[src/rtl/instr_encoder.sv]
// Instruction encoder: packs decoded fields into 32-bit words and buffers them
// in a small FIFO ahead of the decode stage.
module instr_encoder #(
    parameter int DEPTH = 4
) (
    input  logic        clk,
    input  logic        rst,
    input  logic        in_valid,
    output logic        in_ready,
    input  logic [5:0]  aluop,
    input  logic [4:0]  ws,
    input  logic [4:0]  rs1,
    input  logic [4:0]  rs2,
    input  logic [31:0] imm,
    output logic        out_valid,
    input  logic        out_ready,
    output logic [31:0] instr_out,
    output logic        err_trunc,
    output logic [15:0] issued
);
    localparam int PW = (DEPTH > 1) ? $clog2(DEPTH) : 1;
    localparam int CW = PW + 1;
    localparam logic [CW-1:0] FULL = CW'(DEPTH);

    logic [31:0]   mem [DEPTH];
    logic [PW-1:0] wr_ptr, rd_ptr;
    logic [CW-1:0] count;
    logic          accept, pop;
    logic          imm_fmt;
    logic [31:0]   word;

    assign in_ready  = (count < FULL);
    assign out_valid = (count != '0);
    assign accept    = in_valid && in_ready;
    assign pop       = out_valid && out_ready;
    assign imm_fmt   = aluop[3];

    // Immediate format drops rs2 and keeps only the low half of imm.
    always_comb begin
        word = {aluop, ws, rs1, rs2, 11'b0};
        if (imm_fmt)
            word = {aluop, ws, rs1, imm[15:0]};
    end

    assign instr_out = out_valid ? mem[rd_ptr] : 32'h0;

    always_ff @(posedge clk) begin
        if (accept)
            mem[wr_ptr] <= word;
    end

    always_ff @(posedge clk) begin
        if (rst) begin
            wr_ptr    <= '0;
            rd_ptr    <= '0;
            count     <= '0;
            err_trunc <= 1'b0;
            issued    <= 16'h0;
        end else begin
            if (accept)
                wr_ptr <= wr_ptr + 1'b1;
            if (pop) begin
                rd_ptr <= rd_ptr + 1'b1;
                issued <= issued + 16'h1;
            end
            case ({accept, pop})
                2'b10:   count <= count + 1'b1;
                2'b01:   count <= count - 1'b1;
                default: count <= count;
            endcase
            err_trunc <= accept && imm_fmt && (imm[31:16] != 16'h0);
        end
    end
endmodule

[config.mk]
export PLATFORM = sky130hd
export DESIGN_NAME = instr_encoder
export DESIGN_NICKNAME = d
export VERILOG_FILES = /design/src/rtl/instr_encoder.sv
export SDC_FILE = /design/constraint.sdc
export NUM_CORES = 1
export LEC_CHECK = 0
export CORE_UTILIZATION = 51
export CTS_BUF_LIST = sky130_fd_sc_hd__clkbuf_8
export DETAILED_ROUTE_END_ITERATION = 16
export DONT_BUFFER_PORTS = 1
export MAX_ROUTING_LAYER = met4
export PLACE_DENSITY = 0.73
export SLEW_MARGIN = 25
export SYNTH_ARGS = -nofsm -noshare
export SYNTH_HDL_FRONTEND = slang
export SYNTH_SLANG_ARGS = --single-unit
[constraint.sdc]
create_clock -name clk -period 4.6 [get_ports clk]
set_input_delay 0.92 -clock clk [delete_from_list [all_inputs] [get_ports clk]]
set_output_delay 0.92 -clock clk [all_outputs]
set_load 0.03 [all_outputs]
==> impl_metrics.json <==
{
  "die-width_um": 112,
  "holdCritPathClass": "in2reg",
  "slew_viol_final": 0,
  "syn_to_final_growth_pct": 9.54,
  "row_count": 39,
  "yosys.area.top_type": "edfxtp_1",
  "preCtsSetupSlack_ns": 1.57,
  "synth_edf_count": 128,
  "synth-seq-area-share_pct": 70.8,
  "power_density_mw_per_mm2": 609,
  "fp.dieH_um": 112,
  "ys_types": 30,
  "track_usage_pct": 19.6,
  "utilization_pct": 58.1,
  "worst_pin_slew_ns": 0.901,
  "vias": 3031,
  "reg2reg_depth": 2,
  "yosys_warnings": 0,
  "grt_use_met2_pct": 31.9,
  "async_reset_ff_share_pct": 0,
  "drv_cap": 0,
  "clockBufferDepth": 2,
  "root_buffer": "clkbuf_8",
  "numCtsBuffers": 17,
  "post-dp-hpwl_um": 6650,
  "syn_avg_cell_area_um2": 17.0,
  "first_pass_iters": 11,
  "cts_tree": "built",
  "dieArea_mm2": 0.0125,
  "wl_per_cell_um": 21.0,
  "min_to": "count[2]",
  "critPathTopFamily": "flip-flops",
  "met1_usage_pct": 22.7,
  "max_freq_mhz": 293,
  "cp.required_ns": 3.68,
  "hold_viol_final": 0,
  "cts_resized": 0,
  "numPortBuffers": 0,
  "grt-ovfl-total": 0,
  "htreeDepth": 4,
  "syn_nets": 426,
  "rrSetupSlack_ns": 2.45,
  "crit_path_max_incr_delay_ns": 0.88,
  "grt_first_pass_wirelength_um": 17500,
  "drt_iter0_markers": 213,
  "post_cts_buffers": 0,
  "startpoint_type": "flop",
  "crit_arrival_ns": 2.49,
  "gp_congestion": 0.705,
  "drc": 5,
  "core_mm2": 0.0116,
  "p_leak_nw": 2.14,
  "status": "finished, violations left",
  "initial_core_util_pct": 53.1,
  "syn_inst": 362,
  "drive_gt1_share_pct": 21.1,
  "cts_num_sinks": 154,
  "crit_chain": "buf_4 -> mux4_2 -> nor2b_1",
  "holdBufCountCts": 0,
  "busiest_layer": "met2",
  "finalSetupViolCount": 0,
  "worstReg2RegStart": "count[2]",
  "synth_flop_cell": "edfxtp_1",
  "clk_latency_ns": 0.44,
  "skew_ns": 0.0166,
  "peakVddDrop_mv": 0.267,
  "timing_worst_setup_path_type": "reg2out",
  "ios": 108,
  "antenna_found_initial": 1,
  "final_antenna_net_count": 0,
  "grt_start_max_net_pins": 33,
  "wl_um": 11000,
  "cpMaxStageDelayCell": "dfxtp_2",
  "grt_pass1_vias": 3275,
  "use_met3_pct": 6.70,
  "yosys_register_bits": 154,
  "cp_max_fo": 23,
  "cts.clk_slew.worst_paths_ns": 0.08,
  "layout_setup_ws_ns": 1.19,
  "rsz0062_at_grt": "false",
  "hold_path_depth": 1,
  "crit_path_end_kind": "output port",
  "vias_per_cell": 5.78,
  "synth_top_area_share_pct": 62.4,
  "synth.area.top_cells": "edfxtp_1, mux4_2, dfxtp_1",
  "cp_num_buf_inv": 1,
  "finalCritPeriodShare_pct": 74.2,
  "min_period_ns": 3.41,
  "fill_cells": 887,
  "failed_checks": "DRC",
  "tns_ns": 0,
  "final_net_count": 431,
  "min_from": "rst",
  "power.total_mw": 4.11,
  "hold_ws_ns": 0.542,
  "syn-cell-area_mm2": 0.00616,
  "max-slew-margin-rel_pct": 39.9,
  "r2r_end": "mem[0][9]"
}
-- routing by layer --
metal / vias to the layer above / part of all wire (%) / wire length, µm
met5: - / 0 / 0
met1: 1514 / 41 / 4560
met3: 6 / 7.0 / 766
met2: 118 / 51 / 5610
li1: 1393 / - / -
met4: 0 / 0.55 / 60
-- flip-flops by register name (all words and copies together), names as in the netlist, named ones only --
register	flops
count	3
rd_ptr	2
mem	128
wr_ptr	2
issued	16
err_trunc	1
-- cells in the mapped netlist (2+ instances only) --
cell type and instances:
ha_1 6, nand2_1 9, mux2_2 5, buf_2 4, and2_1 16, nor3_1 2
and4_1 2, nand4_1 4, nor4_1 5, mux4_2 32, xnor2_1 5, a21oi_1 11
nor2_1 17, edfxtp_1 128, nand3_1 5, xor2_1 8, inv_1 9, o21ai_0 4
nor2b_1 33, clkbuf_1 13, or4_1 4, or3_1 4, dfxtp_1 26, o31ai_1 4
-- report_power, final --
group	total (mW)	internal [mW]	switching, mW
combinational	1.16	0.388	0.772
sequential	1.83	1.69	0.144
clock	1.12	0.638	0.480
-- worst max path at each step --
stage                   end  cells past startpoint
2_1_floorplan     mem[0][0]                      3
3_3_place_gp   instr_out[5]                      3
3_5_place_dp   instr_out[1]                      3
4_1_cts        instr_out[1]                      3
5_1_grt        instr_out[1]                      3
6_report       instr_out[1]                      3
-- cells in the final DEF (no fill, tap or decap), drive strengths merged, types with 6 or more instances in the layout --
cell type | Yosys | final
edfxtp | 128 | 128
clkinv | 0 | 7
nor2b | 33 | 33
dfxtp | 26 | 26
xor2 | 8 | 8
clkbuf | 13 | 17
ha | 6 | 6
nor2 | 17 | 17
inv | 10 | 12
and2 | 16 | 16
nand2 | 9 | 9
a21oi | 11 | 11
mux4 | 32 | 32
-- cell families (layout without fill, tap and decap cells) --
| logic type | Yosys count | after routing | synth area share, % |
|---|---|---|---|
| muxes | 37 | 37 | 12.6 |
| AOI/OAI and AO/OA | 20 | 20 | 1.91 |
| adders and majority gates | 7 | 7 | 1.54 |
| and+or+nand+nor | 104 | 104 | 9.58 |
| buffers and inverters | 27 | 45 | 1.73 |
| xor gates and xnor gates | 13 | 13 | 1.85 |
| other | 0 | 1 | 0 |
| DFF | 154 | 154 | 70.8 |
-- metrics by stage --
step,cell area (µm²),instances
2_1_floorplan,6160,362
3_3_place_gp,6310,491
3_5_place_dp,6310,491
4_1_cts,6750,523
5_1_grt,6750,524
6_report,6750,524
-- worst register-to-register path, cell delays in order (launching register included) --
cell and delay, ns:
dfxtp_1 0.37, nor2b_1 0.51, and2_2 0.86
-- layout make-up --
cell class / instances / area [µm²] / share of cell area [%]
clock buffer: 17 / 234 / 3.46
clock inverter: 15 / 206 / 3.06
antenna: 1 / 2.50 / 0.0371
inverter: 10 / 37.5 / 0.556
multi-input combinational: 181 / 1700 / 25.2
timing repair buffer: 3 / 22.5 / 0.334
tap: 143 / 179 / 2.65
sequential: 154 / 4370 / 64.7
(Power assumes the default switching activity.)
